--- src/rtl/div_pkg.sv ---
// Shared constants and FSM state encoding for the arbitrated divider.
package div_pkg;

    localparam int unsigned DIV_W = 4;

    typedef enum logic [1:0] {
        IDLE = 2'd0,
        BUSY = 2'd1,
        DONE = 2'd2
    } state_e;

endpackage

--- src/rtl/div_core.sv ---
// Restoring shift-subtract unsigned divider; one quotient bit per enabled cycle.
module div_core
    import div_pkg::*;
(
    input  logic             clk,
    input  logic             rst,
    input  logic             ld,
    input  logic             en,
    input  logic [DIV_W-1:0] a,
    input  logic [DIV_W-1:0] b,
    output logic [DIV_W-1:0] q,
    output logic [DIV_W-1:0] r
);

    logic [DIV_W-1:0] rem_q, rem_d;
    logic [DIV_W-1:0] quo_q, quo_d;
    logic [DIV_W-1:0] div_q, div_d;
    logic [DIV_W:0]   trial;
    logic [DIV_W-1:0] diff;

    // quo_q shifts dividend bits out of its MSB while quotient bits enter at the LSB.
    // A zero divisor always subtracts, giving q = all ones and r = dividend.
    always_comb begin
        rem_d = rem_q;
        quo_d = quo_q;
        div_d = div_q;
        trial = {rem_q, quo_q[DIV_W-1]};
        diff  = trial[DIV_W-1:0] - div_q;
        if (ld) begin
            rem_d = '0;
            quo_d = a;
            div_d = b;
        end else if (en) begin
            if (trial >= {1'b0, div_q}) begin
                rem_d = diff;
                quo_d = {quo_q[DIV_W-2:0], 1'b1};
            end else begin
                rem_d = trial[DIV_W-1:0];
                quo_d = {quo_q[DIV_W-2:0], 1'b0};
            end
        end
    end

    always_ff @(posedge clk or posedge rst) begin
        if (rst) begin
            rem_q <= '0;
            quo_q <= '0;
            div_q <= '0;
        end else begin
            rem_q <= rem_d;
            quo_q <= quo_d;
            div_q <= div_d;
        end
    end

    assign q = quo_q;
    assign r = rem_q;

endmodule

--- src/rtl/div_arb.sv ---
// Round-robin arbiter sharing one div_core between two request/ack clients.
module div_arb
    import div_pkg::*;
(
    input  logic             clk,
    input  logic             rst,
    input  logic             req0,
    input  logic [DIV_W-1:0] a0,
    input  logic [DIV_W-1:0] b0,
    input  logic             req1,
    input  logic [DIV_W-1:0] a1,
    input  logic [DIV_W-1:0] b1,
    output logic             ack0,
    output logic             ack1,
    output logic [DIV_W-1:0] q,
    output logic [DIV_W-1:0] r,
    output logic             dz,
    output logic             busy
);

    localparam int unsigned CNT_W = $clog2(DIV_W);

    state_e           state_q, state_d;
    logic [CNT_W-1:0] cnt_q, cnt_d;
    logic             last_q, last_d;
    logic             gnt_q, gnt_d;
    logic             dz_q, dz_d;
    logic             ack0_q, ack0_d;
    logic             ack1_q, ack1_d;

    logic             gnt_c;
    logic             ld, en;
    logic [DIV_W-1:0] a_sel, b_sel;
    logic [DIV_W-1:0] core_q, core_r;

    // last_q records who was served last; contention goes to the other one.
    always_comb begin
        gnt_c = (req0 && req1) ? ~last_q : req1;
        a_sel = gnt_c ? a1 : a0;
        b_sel = gnt_c ? b1 : b0;
    end

    always_comb begin
        state_d = state_q;
        cnt_d   = cnt_q;
        last_d  = last_q;
        gnt_d   = gnt_q;
        dz_d    = dz_q;
        ack0_d  = 1'b0;
        ack1_d  = 1'b0;
        ld      = 1'b0;
        en      = 1'b0;
        case (state_q)
            IDLE: begin
                if (req0 || req1) begin
                    ld      = 1'b1;
                    gnt_d   = gnt_c;
                    last_d  = gnt_c;
                    dz_d    = (b_sel == '0);
                    cnt_d   = '0;
                    state_d = BUSY;
                end
            end
            BUSY: begin
                en    = 1'b1;
                cnt_d = cnt_q + CNT_W'(1);
                if (cnt_q == CNT_W'(DIV_W - 1)) begin
                    state_d = DONE;
                    ack0_d  = ~gnt_q;
                    ack1_d  = gnt_q;
                end
            end
            DONE:    state_d = IDLE;
            default: state_d = IDLE;
        endcase
    end

    always_ff @(posedge clk or posedge rst) begin
        if (rst) begin
            state_q <= IDLE;
            cnt_q   <= '0;
            last_q  <= 1'b1;
            gnt_q   <= 1'b0;
            dz_q    <= 1'b0;
            ack0_q  <= 1'b0;
            ack1_q  <= 1'b0;
        end else begin
            state_q <= state_d;
            cnt_q   <= cnt_d;
            last_q  <= last_d;
            gnt_q   <= gnt_d;
            dz_q    <= dz_d;
            ack0_q  <= ack0_d;
            ack1_q  <= ack1_d;
        end
    end

    div_core u_core (
        .clk (clk),
        .rst (rst),
        .ld  (ld),
        .en  (en),
        .a   (a_sel),
        .b   (b_sel),
        .q   (core_q),
        .r   (core_r)
    );

    // Result lines read as zero outside the single ack cycle.
    assign ack0 = ack0_q;
    assign ack1 = ack1_q;
    assign busy = (state_q != IDLE);
    assign q    = (ack0_q || ack1_q) ? core_q : '0;
    assign r    = (ack0_q || ack1_q) ? core_r : '0;
    assign dz   = (ack0_q || ack1_q) && dz_q;

endmodule

--- config.mk ---
export PLATFORM = sky130hd
export DESIGN_NAME = div_arb
export DESIGN_NICKNAME = d
export VERILOG_FILES = /design/src/rtl/div_pkg.sv /design/src/rtl/div_core.sv /design/src/rtl/div_arb.sv
export SDC_FILE = /design/constraint.sdc
export NUM_CORES = 1
export LEC_CHECK = 0
export ABC_AREA = 1
export BUFFER_PORTS_ARGS = -buffer_cell sky130_fd_sc_hd__buf_4
export CELL_PAD_IN_SITES_DETAIL_PLACEMENT = 1
export CELL_PAD_IN_SITES_GLOBAL_PLACEMENT = 1
export CORE_UTILIZATION = 37
export CTS_CLUSTER_SIZE = 12
export DETAILED_ROUTE_END_ITERATION = 7
export PLACE_DENSITY_LB_ADDON = 0.1
export SLEW_MARGIN = 20
export SYNTH_ARGS = -nofsm -noshare
export SYNTH_HDL_FRONTEND = slang
export SYNTH_HIERARCHICAL = 1
export SYNTH_SLANG_ARGS = --single-unit
--- constraint.sdc ---
create_clock -name clk -period 1.55 [get_ports clk]
set_input_delay 0.0775 -clock clk [delete_from_list [all_inputs] [get_ports clk]]
set_output_delay 0.0775 -clock clk [all_outputs]
set_load 0.02 [all_outputs]
# Yosys cells after proc, flatten, opt, wreduce, memory -nomap -nowiden
# Index checks and enable logic that the tools add are counted.
[word_totals]
rom_bits = 0
output_inout_bits = 12
memories = 0
mem_bits_rw = 0
reg_bits = 21
latchBits = 0
[classes]
shifts = 0
add_sub_neg = 2
reduce_logical = 12
eq_ne = 4
order_cmp = 1
div_mod_pow = 0
n_mul = 0
n_mux = 23
n_bitwise = 2
[ops]
columns = ["cell", "count"]
rows = [
  ["4-bit 2-to-1 mux", 9],
  ["1-bit 2-to-1 mux", 9],
  ["2-bit case mux with 2 select lines", 2],
  ["2-bit 2-to-1 mux", 3],
  ["2-bit AND reduction", 3],
  ["2-bit nonzero test", 3],
  ["5-bit by 4-bit greater-or-equal comparator with 1-bit output", 1],
  ["4-bit logical NOT", 1],
  ["2-bit != test, second input constant", 2],
  ["4-bit subtractor", 1],
  ["2-bit by 1-bit adder with 2-bit output, second input constant", 1],
  ["2-bit by 1-bit == test with 1-bit output, second input constant", 1],
  ["2-bit == test, second input constant", 1],
  ["1-bit logical AND", 2],
  ["2-bit logical NOT", 1],
  ["1-bit logical OR", 2],
  ["1-bit inverter", 2],
]

# Longest topological paths before layout
# Gate-level depths: netlist of run 1.
[depth]
depth_word = 4
ltp_mapped = 11

# Cells and area by module
# Netlist of run 1, hierarchy kept.
[modules_own_cells]
columns = ["module", "seq_area_each_um2", "cells_per_inst", "instances", "area_per_inst_um2"]
rows = [
  ["div_core", 300.3, 89, 1, 715.7],
  ["div_arb", 226.5, 76, 1, 560.5],
]

# Least setup slack after synthesis of run 1
# Ideal clock, no wire load.
[synth_timing]
kind = "register to register"
startpoint = "register u_core.rem_q[1] (netlist: u_core/r[1])"
endpoint = "register u_core.rem_q[0] (netlist: u_core/r[0])"
arrival_ns = 1.270
synth_period_minus_slack_ns = 1.387
stages_incl_launch_ff = 8
t_required_ns = 1.433
path_slack_ns = 0.163
path_cell_list = "dfrtp_1 > ha_1 > a21oi_2 > nand2_2 > nand2_4 > nand3_1 > nand3_1 > nand2_1"
[synth_via]
elab_chain_len = 4
[synth_rtl]
columns = ["item", "line_no", "text"]
rows = [
  ["start: declaration", "div_core.sv:15", "logic [DIV_W-1:0] rem_q, rem_d;"],
  ["start signal: assignment", "div_core.sv:50", "rem_q <= rem_d;"],
  ["5-bit by 4-bit greater-or-equal comparator with 1-bit output", "div_core.sv:34", "if (trial >= {1'b0, div_q}) begin"],
  ["4-bit 2-to-1 mux", "div_core.sv:34", ""],
  ["4-bit 2-to-1 mux", "div_core.sv:33", "end else if (en) begin"],
  ["4-bit 2-to-1 mux", "div_core.sv:29", "if (ld) begin"],
]
# Every way passes these cells. The select of a mux whose other input is x is not followed.
# A chain may end at the register's enable or synchronous reset.

# Worst setup path in the final report of run 1
[layout_timing]
startpoint = "register u_core.quo_q[3] (netlist: u_core/q[3])"
endpoint = "register u_core.rem_q[2] (netlist: u_core/r[2])"
[layout_via]
elab_chain_len = 4
[layout_rtl]
columns = ["item", "line_no", "text"]
rows = [
  ["start: declaration", "div_core.sv:16", "logic [DIV_W-1:0] quo_q, quo_d;"],
  ["start signal: assignment", "div_core.sv:51", "quo_q <= quo_d;"],
  ["4-bit subtractor / 5-bit by 4-bit greater-or-equal comparator with 1-bit output (equally long branches)", "div_core.sv:28, div_core.sv:34", ""],
  ["4-bit 2-to-1 mux *", "div_core.sv:34", ""],
  ["4-bit 2-to-1 mux *", "div_core.sv:33", ""],
  ["4-bit 2-to-1 mux *", "div_core.sv:29", ""],
]
# Every way passes the cells marked *; elsewhere a longest branch is shown, timed or not. The select of a mux whose other input is x is not followed.

==> results_dict.tcl, run 1 <==
set metrics [dict create \
    ctsRootBufferMaster "clkbuf_4" \
    nNetsFinal 238 \
    yosysWarnings 6 \
    post-route-period-util_pct 94.3 \
    rows 20 \
    finClkSkew_ns 0.00644 \
    wl_per_cell_um 13.3 \
    fillers 408 \
    htreeDepth 1 \
    antenna_found_initial 0 \
    power_frac_comb_pct 65.8 \
    start_util_pct 40.5 \
    p_leak_nw 0.919 \
    cp-end-kind "register" \
    yosysTopAreaCell "dfrtp_1" \
    ys_seq_area_share_pct 41.3 \
    insertion_delay_ns 0.31 \
    synth_top_area_share_pct 39.2 \
    worst_pin_slew_ns 0.511 \
    drt_iter0_drc 35 \
    finalHoldViolations 0 \
    synth-edff-count 0 \
    die_w_um 60.7 \
    ctsLongestPathBuffers 2 \
    hold_class "in -> reg" \
    cp_num_buf_inv 1 \
    routabilityCongestion 0.809 \
    cpMostUsedCell "nand2_1" \
    relSlewSlack_pct 65.9 \
    min_from "req1" \
    peakVddDrop_mv 0.810 \
    ys_ff_latch 21 \
    design_area_um2 1730 \
    cts_tree "done" \
    die_area_um2 3690 \
    drive_above_1_share_pct 37.9 \
    p_sw_share_pct 48.4 \
    grt_max_degree 13 \
    grt_remaining_overflow 0 \
    power_frac_seq_pct 26.9 \
    area_growth_pct 35.5 \
    switchingPower_mw 1.84 \
    syn_nets 191 \
    syn_inst 165 \
    vias_per_cell 4.66 \
    status "completed" \
    start_kind "register" \
    synth-async-reset-ratio_pct 100 \
    slew_viol_final 0 \
    crit_start "u_core/q[3]" \
    internal_power_mw 1.96 \
    cp.arrival_ns 1.67 \
    synth_flop_cell "dfrtp_1" \
    ys_top_cells_by_area "dfrtp_1, nand2_1, inv_1, nand3_1, ha_1" \
    numClockSinks 21 \
    setup_ws_ns 0.0876 \
    coreArea_um2 3150 \
    die_y_um 60.7 \
    syn-cell-area_um2 1280 \
    dpl-instance-area_um2 1620 \
    utilization_pct 54.8 \
    final-setup-viol-count 0 \
    multi_input_area_um2 679 \
    cts.reportedPaths.clkPinSlew_ns 0.13 \
    vias 1188 \
    layout_min_cycle_time_ns 1.46 \
    grt_pass1_vias 1222 \
    fin_setup_tns_ns 0 \
    cp_max_fo 3 \
    drcViolationCount 0 \
    post-place-ws_ns 0.00256 \
    ant_nets 0 \
    critPathSlowestCell "dfrtp_1" \
    ff_latch_area_um2 529 \
    critPathKind "reg -> reg" \
    clock.fmax_ghz 0.684 \
    rr_startpoint "u_core/q[3]" \
    cts_buffers 3 \
    io-pin-count 32 \
    crit_chain "inv_2 -> ha_2 -> fa_2 -> xor2_1 -> nand2_1 -> nand3_1 -> nand2_1" \
    diodes 0 \
    grt_usage_pct 21.2 \
    first_pass_iters 4 \
    dp_hpwl_um 2660 \
    drv_cap 0 \
    drt-total-wl_um 3390 \
    critPathMaxStageDelay_ns 0.39 \
    grt_first_pass_wirelength_um 5620 \
    powerDensity_nw_per_um2 2200 \
    pwr-share-clk_pct 7.3 \
    synth_cell_types 22 \
    port_buffers 31 \
    crit_family "adder cells" \
    syn-mean-instance-area_um2 7.73 \
    worstPathRequired_ns 1.76 \
]
## cell usage after synthesis (3+ instances only)
| cell | n |
|---|---|
| nand3_1 | 21 |
| nand2_1 | 43 |
| nand2_4 | 3 |
| nor2_1 | 13 |
| ha_1 | 5 |
| o21ai_0 | 6 |
| nand2_2 | 6 |
| dfrtp_1 | 20 |
| inv_1 | 29 |
| mux2_2 | 4 |
## final cells by class
cell class | instances | area share (%)
sequential | 21 | 30.6
timing repair buffer | 43 | 18.8
clock inverter | 1 | 0.289
clock buffer | 3 | 1.30
multi-input combinational | 113 | 39.3
inverter | 30 | 6.51
tap | 44 | 3.18
## placed cells by master, fill, tap and decap left out, types with 2 or more instances in the layout
cell | Yosys | routed
nand2_2 | 6 | 7
clkbuf_4 | 0 | 3
nand2_1 | 43 | 42
mux2_2 | 4 | 4
ha_1 | 5 | 2
ha_4 | 0 | 2
nor2_2 | 2 | 3
nor3_1 | 2 | 2
dfrtp_2 | 0 | 2
buf_4 | 0 | 42
nand2_4 | 3 | 3
nand3_1 | 21 | 20
inv_1 | 29 | 24
dfrtp_1 | 20 | 18
o21ai_0 | 6 | 6
inv_2 | 0 | 5
nor2_1 | 13 | 12
nor2_4 | 2 | 2
## state kept, by name, indices dropped and copies added (netlist names)
signal / flops
last_q: 1
u_core/div_q: 4
ack0: 1
ack1: 1
u_core/r: 4
u_core/q: 4
state_q: 2
dz_q: 1
cnt_q: 2
gnt_q: 1
## routing by layer
layer	track usage, %	wire length [µm]	share of wire (%)
met2	35.5	1660	49
met5	0	0	0
met4	8.12	59	1.7
met3	1.92	94	2.8
met1	28.5	1570	46
## worst paths after layout
check	cells after the start	slack (ns)	endpoint
max	7	0.09	u_core/r[2]
min	3	0.07	last_q
min reg2reg	1	0.45	ack0
max reg2reg	7	0.09	u_core/r[2]
max in group asynchronous	3	0.83	u_core/r[0]
min in group asynchronous	3	0.29	ack0
## power by group through the flow
| stage | Clock, mW | Combinational [mW] | Sequential, mW |
|---|---|---|---|
| final | 0.276 | 2.50 | 1.02 |
| after global routing | 0.300 | 2.80 | 1.05 |
| after CTS | 0.289 | 2.27 | 0.998 |
| after detailed placement | 0 | 2.23 | 1.01 |
| after global placement | 0 | 2.11 | 0.992 |
| after floorplan | 0 | 1.54 | 0.973 |
## tightest hold or removal path, cell delays in order
cell,delay [ns]
buf_4,0.14
nand3_1,0.11
nand2_1,0.06
## cells by family (layout without fill, tap and decap cells)
family                     count (synthesis)  count (layout)  synth area share (%)
muxes                                      5               5                  4.41
AOI/OAI and AO/OA                          9               9                  4.12
DFF                                       21              21                  41.3
buffers and inverters                     31              77                  9.21
and+or+nand+nor                           92              92                  33.8
xor gates and xnor gates                   1               1                 0.686
adders and majority gates                  6               6                  6.47
## what timing repair did
action / in CTS / in global routing
setup endpoints to repair: 3 / 8
pin swaps: 1 / 8
hold buffers: 1 / 0
resized for setup: 0 / 15
setup buffers: 1 / 2
hold endpoints to repair: 20 / 0
## per-stage QoR
step / hold WS, ns / std cells / power, mW
final: 0.0684 / 255 / 3.80
after global routing: 0.0832 / 255 / 4.15
after CTS: 0.0656 / 253 / 3.56
after detailed placement: 0.0869 / 247 / 3.25
after global placement: 0.0691 / 247 / 3.10
after floorplan: -0.0953 / 165 / 2.51
No activity file was read; power rests on OpenSTA's default activity.
==> run 2: changes to the inputs <==
GPL_TIMING_DRIVEN = 0   (was default)
==> results_dict.tcl, run 2 (synthesis gave the netlist of run 1 again) <==
set metrics [dict create \
    cp_max_fo 5 \
    cts.reportedPaths.clkPinSlew_ns 0.13 \
    vias_per_cell 4.64 \
    area_growth_pct 34.0 \
    drv_cap 0 \
    start_util_pct 40.5 \
    worstPathRequired_ns 1.81 \
    wl_per_cell_um 12.7 \
    grt_setup_unrepaired "yes" \
    cts_tree "done" \
    design_area_um2 1710 \
    wl_met3_um 108 \
    grt_max_degree 14 \
    port_buffers 31 \
    grt_first_pass_wirelength_um 5080 \
    cp.arrival_ns 1.75 \
    dp_hpwl_um 2410 \
    hold_class "in -> reg" \
    die_area_um2 3690 \
    critPathKind "reg -> reg" \
    numClockSinks 21 \
    peakVddDrop_mv 0.685 \
    cpMostUsedCell "nand2_1" \
    relSlewSlack_pct 67.5 \
    clock.fmax_ghz 0.675 \
    critPathSlowestCell "dfrtp_1" \
    first_pass_iters 4 \
    die_y_um 60.7 \
    worst_pin_slew_ns 0.486 \
    finalHoldViolations 0 \
    crit_family "simple AND/OR/NAND/NOR gates" \
    grt_pass1_vias 1126 \
    cts_buffers 3 \
    die_w_um 60.7 \
    critPathMaxStageDelay_ns 0.40 \
    routabilityCongestion 0.764 \
    finClkSkew_ns 0.00654 \
    post-place-ws_ns -0.115 \
    post-route-period-util_pct 95.6 \
    ff_latch_area_um2 528 \
    setup_ws_ns 0.0682 \
    wl_met1_um 1480 \
    status "completed" \
    slew_viol_final 0 \
    cp-end-kind "register" \
    coreArea_um2 3150 \
    vias 1169 \
    final_cell_mix "nand2_1, buf_4, inv_1" \
    met2_length_um 1580 \
    top_layer "met4" \
    powerDensity_nw_per_um2 2130 \
    ctsLongestPathBuffers 2 \
    diodes 0 \
    grt_remaining_overflow 0 \
    grt_usage_pct 19.3 \
    antenna_found_initial 0 \
    p_leak_nw 0.908 \
    nNetsFinal 235 \
    htreeDepth 1 \
    mostFrequentLayoutCell "nand2_1" \
    io-pin-count 32 \
    drcViolationCount 0 \
    fillers 408 \
    layout_min_cycle_time_ns 1.48 \
    drt-total-wl_um 3210 \
    cp_num_buf_inv 2 \
    crit_chain "inv_1 -> ha_2 -> inv_1 -> nand2_1 -> nand2_1 -> nand2_2 -> nand2_4 -> nand2_4 -> nand2_1 -> nand3_1 -> nand2_1" \
    ant_nets 0 \
    final-setup-viol-count 0 \
    drt_iter0_drc 29 \
    rows 20 \
    drive_above_1_share_pct 35.1 \
    multi_input_area_um2 684 \
    dpl-instance-area_um2 1560 \
    start_kind "register" \
    ctsRootBufferMaster "clkbuf_4" \
    insertion_delay_ns 0.31 \
]
-- run 2: changes by cell type in the layout (fill, tap and decap cells not counted), sizes merged --
cell      change
clkinv        -1
buf           -3
clkinvlp      +1
-- run 2: per-layer routing --
layer / up-vias / global-route usage [%]
li1: 592 / -
met1: 544 / 27.0
met2: 29 / 31.2
met3: 4 / 2.56
met4: 0 / 5.84
met5: - / 0
-- run 2: what timing repair did --
item                                    in CTS  in global routing
hold buffers                                 1                  0
endpoints found under the setup margin      17                  9
endpoints found under the hold margin       20                  0
pin swaps                                    1                  4
setup buffers                                0                  7
resized for setup                            5                  8
-- run 2: area by class of cell --
| cell class | instances | share of cell area, % |
|---|---|---|
| repair buffers | 39 | 17.3 |
| plain buffers | 1 | 0.293 |
| well taps | 44 | 3.22 |
| flip-flops and latches | 21 | 30.9 |
| clock inverters | 1 | 0.439 |
| multi-input cells | 113 | 40.0 |
| inverters | 30 | 6.58 |
| clock buffers | 3 | 1.32 |
-- run 2: path summary, 6_finish.rpt --
| kind | from | to | slack, ns | cells past startpoint |
|---|---|---|---|---|
| setup / recovery | u_core/q[3] | u_core/r[1] | 0.07 | 11 |
| hold / removal | req0 | last_q | 0.07 | 4 |
| setup reg to reg | u_core/q[3] | u_core/r[1] | 0.07 | 11 |
| hold reg to reg | gnt_q | ack0 | 0.45 | 1 |
| max in group asynchronous | rst | u_core/r[0] | 0.86 | 3 |
| min in group asynchronous | rst | state_q[0] | 0.29 | 3 |
-- run 2: through the flow --
step | util, % | TNS, ns | cells | hold slack, ns | power [mW]
finish | 54.2 | 0 | 252 | 0.0706 | 3.64
global route | 54.2 | -0.0521 | 252 | 0.0767 | 4.03
CTS | 51.6 | 0 | 245 | 0.0588 | 3.43
detailed placement | 49.6 | -0.628 | 240 | 0.0771 | 3.07
global placement | 49.6 | -0.163 | 240 | 0.0651 | 2.95
floorplan | - | 0 | 165 | -0.0953 | 2.51
-- run 2: worst register-to-register path: stages (launching register included) --
cell and delay (ns):
dfrtp_1 0.40, inv_1 0.08, ha_2 0.28, inv_1 0.07
nand2_1 0.05, nand2_1 0.08, nand2_2 0.06, nand2_4 0.11
nand2_4 0.07, nand2_1 0.07, nand3_1 0.09, nand2_1 0.08
-- run 2: power by group --
group | switching (mW) | internal (mW) | total (mW)
logic | 1.39 | 0.949 | 2.34
registers | 0.187 | 0.822 | 1.01
clock network | 0.186 | 0.0985 | 0.284
total | 1.77 | 1.87 | 3.64
